==> config.mk <==
export PLATFORM = sky130hd
export DESIGN_NAME = lfsrent_postproc
export DESIGN_NICKNAME = d
export VERILOG_FILES = /design/src/rtl/lfsrent_postproc.sv
export SDC_FILE = /design/constraint.sdc
export NUM_CORES = 1
export LEC_CHECK = 0
export CORE_MARGIN = 2
export CORE_UTILIZATION = 28
export CTS_CLUSTER_DIAMETER = 30
export DETAILED_ROUTE_END_ITERATION = 7
export HOLD_SLACK_MARGIN = 0.05
export SETUP_SLACK_MARGIN = 0.4
export SYNTH_ARGS = -nofsm -noshare
export SYNTH_HDL_FRONTEND = slang
export SYNTH_SLANG_ARGS = --single-unit
==> constraint.sdc <==
create_clock -name i_clk -period 5.55 [get_ports i_clk]
set_input_delay 0.555 -clock i_clk [delete_from_list [all_inputs] [get_ports i_clk]]
set_output_delay 0.555 -clock i_clk [all_outputs]
set_load 0.05 [all_outputs]
==> src/rtl/lfsrent_postproc.sv <==
// Entropy post-processor: repetition-count health test, warm-up discard,
// XOR-fold conditioning and a valid/ready output register.
module lfsrent_postproc #(
   parameter int RNG_WIDTH    = 32,
   parameter int FOLD         = 4,
   parameter int WARMUP_WORDS = 16,
   parameter int RCT_CUTOFF   = 8
) (
   input  logic                 i_clk,
   input  logic                 ff_reset,
   input  logic                 i_en,
   input  logic                 i_clear,
   input  logic [RNG_WIDTH-1:0] i_raw,
   input  logic                 i_raw_valid,
   output logic [RNG_WIDTH-1:0] o_data,
   output logic                 o_valid,
   input  logic                 i_ready,
   output logic                 o_alarm,
   output logic                 o_overrun,
   output logic                 o_warm
);

   typedef enum logic [1:0] {
      WARMUP = 2'd0,
      RUN    = 2'd1,
      ALARM  = 2'd2
   } state_t;

   localparam logic [15:0] WU_N    = 16'(WARMUP_WORDS);
   localparam logic [7:0]  FOLD_M1 = 8'(FOLD - 1);
   localparam logic [7:0]  CUT     = 8'(RCT_CUTOFF);

   state_t               state;
   logic [15:0]          warm_cnt;
   logic [7:0]           fold_cnt;
   logic [7:0]           rep_cnt;
   logic [RNG_WIDTH-1:0] acc;
   logic [RNG_WIDTH-1:0] prev;

   logic                 sample;
   logic [7:0]           rep_nxt;
   logic                 trip;
   logic                 warm_last;
   logic                 fold_done;
   logic [RNG_WIDTH-1:0] acc_nxt;

   assign sample = i_en & i_raw_valid;

   // rep_cnt==0 marks the first sample since reset, clear or enable
   always_comb begin
      rep_nxt = 8'd1;
      if (rep_cnt != 8'd0 && i_raw == prev) begin
         if (rep_cnt >= CUT) rep_nxt = CUT;
         else                rep_nxt = rep_cnt + 8'd1;
      end
   end

   assign trip      = sample && (rep_nxt >= CUT);
   assign warm_last = (warm_cnt + 16'd1) == WU_N;
   assign fold_done = fold_cnt == FOLD_M1;
   assign acc_nxt   = acc ^ i_raw;
   assign o_warm    = (state == WARMUP);

   always_ff @(posedge i_clk or posedge ff_reset) begin
      if (ff_reset) begin
         state     <= WARMUP;
         warm_cnt  <= '0;
         fold_cnt  <= '0;
         rep_cnt   <= '0;
         acc       <= '0;
         prev      <= '0;
         o_data    <= '0;
         o_valid   <= 1'b0;
         o_alarm   <= 1'b0;
         o_overrun <= 1'b0;
      end else begin
         o_overrun <= 1'b0;
         if (o_valid && i_ready) o_valid <= 1'b0;
         if (i_clear) begin
            state    <= WARMUP;
            o_alarm  <= 1'b0;
            o_valid  <= 1'b0;
            warm_cnt <= '0;
            fold_cnt <= '0;
            rep_cnt  <= '0;
            acc      <= '0;
         end else begin
            unique case (state)
               WARMUP, RUN: begin
                  if (!i_en) begin
                     state    <= WARMUP;
                     warm_cnt <= '0;
                     fold_cnt <= '0;
                     rep_cnt  <= '0;
                     acc      <= '0;
                  end else if (trip) begin
                     // alarm beats a fold completing in the same cycle
                     state    <= ALARM;
                     o_alarm  <= 1'b1;
                     o_valid  <= 1'b0;
                     o_data   <= '0;
                     acc      <= '0;
                     fold_cnt <= '0;
                     rep_cnt  <= rep_nxt;
                     prev     <= i_raw;
                  end else begin
                     if (sample) begin
                        rep_cnt <= rep_nxt;
                        prev    <= i_raw;
                     end
                     if (state == WARMUP) begin
                        if (WU_N == 16'd0) begin
                           state <= RUN;
                        end else if (sample) begin
                           if (warm_last) begin
                              state    <= RUN;
                              warm_cnt <= '0;
                           end else begin
                              warm_cnt <= warm_cnt + 16'd1;
                           end
                        end
                     end else if (sample) begin
                        if (fold_done) begin
                           acc      <= '0;
                           fold_cnt <= '0;
                           if (!o_valid || i_ready) begin
                              o_data  <= acc_nxt;
                              o_valid <= 1'b1;
                           end else begin
                              o_overrun <= 1'b1;
                           end
                        end else begin
                           acc      <= acc_nxt;
                           fold_cnt <= fold_cnt + 8'd1;
                        end
                     end
                  end
               end
               default: begin
               end
            endcase
         end
      end
   end

endmodule

==> results.py <==
metrics = {
    "status": {
        "status": "completed",
    },
    "global_routing": {
        "grtUsageTotal_pct": 13.39,
        "grt_pass1_vias": 5042,
        "grt_max_degree": 93,
        "overflow": 0,
        "grt_pass1_wl_um": 27280,
        "antenna_found_initial": 0,
    },
    "route": {
        "ant_nets": 0,
        "met1_length_um": 8057,
        "wl_met2_um": 7477,
        "wirelength_um": 16560,
        "vias": 5205,
        "firstDrtPassIters": 5,
        "routedWlPerCell_um": 16.00,
        "drc": 0,
        "wl_met3_um": 921,
        "vias_per_cell": 5.029,
        "highest_layer": "met4",
        "drt_iter0_drc": 348,
    },
    "yosys": {
        "synth_area_um2": 6728,
        "synth_edf_count": 0,
        "yosysWarnings": 0,
        "synth.net_count": 687,
        "synthAdderAreaFrac_pct": 0.7439,
        "async_flop_share_pct": 100.0,
        "synth_seq_cells": 133,
        "syn_avg_cell_area_um2": 10.43,
        "ys_types": 53,
        "ys_seq_area_share_pct": 49.47,
        "synthXorXnorAreaFrac_pct": 8.462,
        "synth_top_family_by_area": "compound AO/OA/AOI/OAI gates",
        "synthSimpleGateAreaFrac_pct": 15.66,
        "muxShareOfSynthArea_pct": 5.356,
        "synthFlopType": "dfrtp_1",
        "synth_cells": 645,
        "synth_compound_area_share_pct": 17.31,
    },
    "sta": {
        "skew_ns": 0.01541,
        "fin_crit_ns": 3.569,
        "fin_crit_sh_pct": 64.31,
        "maxSlewHeadroom_pct": 38.90,
        "layout_setup_ws_ns": 1.981,
        "hold_viol": 0,
        "tns_ns": 0,
        "finalSetupViolCount": 0,
        "timing.fmax_mhz": 280.2,
        "report.final.slew_viol_count": 0,
        "worst_pin_slew_ns": 0.9088,
        "rsz0062_at_grt": "false",
    },
    "die": {
        "pin_count": 74,
        "initial_utilization_pct": 28.58,
        "die_h_um": 159.0,
        "coreArea_um2": 23540,
        "die_w_um": 159.0,
        "die_area_um2": 25280,
        "num_rows": 56,
    },
    "cts": {
        "clock_sinks": 133,
        "htree_levels": 4,
        "numCtsBuffers": 17,
        "clk_pin_slew_ns": 0.06,
        "ctsResizeCount": 0,
        "cts_root_buffer": "clkbuf_16",
        "hold_buffers": 0,
        "cts_setup_buffers": 0,
        "cts_tree": "built",
        "clock_latency_ns": 0.42,
        "cts_buffer_depth": 2,
    },
    "placement": {
        "pre_cts_ws_ns": 1.792,
        "dp_hpwl_um": 11100,
        "gp_congestion": 0.8350,
        "portBuffers": 73,
    },
    "layout": {
        "area_delta_synth_final_pct": 24.29,
        "layout.nets": 745,
        "diodes": 0,
        "drive_above_1_share_pct": 11.17,
    },
    "pwr": {
        "vdd_drop_max_uv": 124.4,
        "power_frac_seq_pct": 43.0,
        "p_leak_nw": 3.420,
        "total_power_mw": 2.436,
        "power-per-cell-area_nw_per_um2": 291.4,
        "p_comb_share_pct": 10.0,
        "internal_power_mw": 1.847,
        "netSwitchingFraction_pct": 24.18,
        "pwr-share-clk_pct": 47.1,
        "p_sw_mw": 0.5890,
    },
    "setup_path": {
        "cp.arrival_ns": 3.85,
        "worstPathRequired_ns": 5.83,
        "start_kind": "register",
        "crit_type": "reg2reg",
        "cp-end-kind": "register",
        "critPathMaxFanout": 33,
    },
    "job": {
        "cap_viol_max_count": 0,
    },
    "worst_hold_path": {
        "min-delay-path-class": "reg2reg",
    },
}
-- synthesized netlist by cell type (4+ instances only) --
| master | number | area [um2] |
|---|---|---|
| mux2_2 | 32 | 360.4 |
| xnor2_1 | 64 | 560.5 |
| or3_1 | 22 | 137.6 |
| a22o_1 | 4 | 35.03 |
| nand4_1 | 20 | 125.1 |
| nand3_1 | 16 | 80.08 |
| nor2_1 | 17 | 63.81 |
| dfrtp_1 | 133 | 3328 |
| a21o_1 | 17 | 127.6 |
| and2_1 | 4 | 25.02 |
| nor3_1 | 5 | 25.02 |
| nand2_1 | 48 | 180.2 |
| and3_1 | 14 | 87.58 |
| a21oi_1 | 29 | 145.1 |
| buf_2 | 12 | 60.06 |
| inv_1 | 8 | 30.03 |
| ha_1 | 4 | 50.05 |
| nor4_1 | 5 | 31.28 |
| nor4b_1 | 17 | 148.9 |
| o21ai_0 | 35 | 175.2 |
| clkbuf_1 | 24 | 90.09 |
| a31oi_1 | 28 | 175.2 |
| o31ai_1 | 42 | 315.3 |
-- worst max-delay path, stage by stage (launching register included) --
cell,delay [ns]
dfrtp_1,0.37
or4_4,0.57
o311ai_1,0.63
and4b_1,0.53
o21ai_4,0.74
buf_4,0.44
o31ai_1,0.12
-- worst paths after layout --
| check | cells past startpoint | slack [ns] | to | from |
|---|---|---|---|---|
| worst max-delay path | 6 | 1.98 | o_data[2] | rep_cnt[3] |
| worst min-delay path | 2 | 0.48 | o_data[22] | o_data[22] |
| worst max register to register | 6 | 1.98 | o_data[2] | rep_cnt[3] |
| worst min register to register | 2 | 0.48 | o_data[22] | o_data[22] |
| max in group asynchronous | 3 | 3.76 | o_data[12] | ff_reset |
| min in group asynchronous | 2 | 0.69 | o_data[15] | ff_reset |
-- cells in the final DEF (no fill, tap or decap), types with 2 or more instances in the layout --
cell type | synthesis | routed
clkbuf_8 | 0 | 4
a21oi_1 | 29 | 29
clkdlybuf4s50_1 | 0 | 73
a31oi_1 | 28 | 27
nand2_1 | 48 | 48
a31o_2 | 3 | 3
nor2b_1 | 3 | 3
a21o_1 | 17 | 17
o21a_1 | 2 | 2
ha_1 | 4 | 4
and2_1 | 4 | 4
o31ai_1 | 42 | 42
nor4b_1 | 17 | 17
a22o_1 | 4 | 4
and4_1 | 3 | 3
inv_6 | 0 | 4
nand3_1 | 16 | 16
xnor2_1 | 64 | 64
o21ai_0 | 35 | 35
clkbuf_16 | 0 | 17
mux2_2 | 32 | 32
inv_1 | 8 | 7
a41oi_1 | 3 | 3
bufinv_16 | 0 | 2
nor2_1 | 17 | 17
nor4_1 | 5 | 5
dfrtp_1 | 133 | 133
a211o_1 | 2 | 2
nand4b_1 | 3 | 3
buf_4 | 0 | 7
nor3_1 | 5 | 5
or3_1 | 22 | 22
clkbuf_1 | 24 | 2
and3_1 | 14 | 13
clkinvlp_4 | 0 | 2
nand4_1 | 20 | 20
-- registers in the layout, summed over array words and instances (netlist names) --
name       count
prev          32
o_data        32
state          2
rep_cnt        8
o_overrun      1
acc           32
warm_cnt      16
o_alarm        1
o_valid        1
fold_cnt       8
-- cell families after synthesis --
family,after synthesis
compound gates,177
xor+xnor,65
fa+ha+maj,4
buf+inv,49
flops,133
mux,32
simple gates,185
-- per-stage QoR --
step                      hold slack, ns  cell area [um2]  utilization, %  cells
after global placement            0.4658             7759           32.96   1003
after floorplan                   0.4495             6728               -    645
after detailed placement          0.4726             7759           32.96   1003
after CTS                         0.4862             8362           35.52   1035
after global routing              0.4996             8362           35.52   1035
final                             0.4764             8362           35.52   1035
-- per-layer routing --
metal  vias up  global-route usage (%)
met3         4                   3.829
li1       2517                       -
met4         0                   4.587
met1      2564                   18.25
met5         -                       0
met2       120                   20.43
-- final cells by class --
class / instances / area, um2
Tap cell: 319 / 399.1
Clock inverter: 9 / 115.1
Timing Repair Buffer: 80 / 783.3
Sequential cell: 133 / 3328
Multi-Input combinational cell: 463 / 3213
Fill cell: 2362 / 15180
Clock buffer: 23 / 488.0
Inverter: 8 / 35.03
-- power groups by stage --
| stage | combinational (mW) | clock, mW | sequential (mW) |
|---|---|---|---|
| finish | 0.243 | 1.15 | 1.05 |
| global route | 0.271 | 1.21 | 1.05 |
| CTS | 0.248 | 1.17 | 1.05 |
| detailed placement | 0.246 | 0 | 1.06 |
| global placement | 0.245 | 0 | 1.06 |
| floorplan | 0.159 | 0 | 1.06 |
No activity file was read; power rests on OpenSTA's default activity.
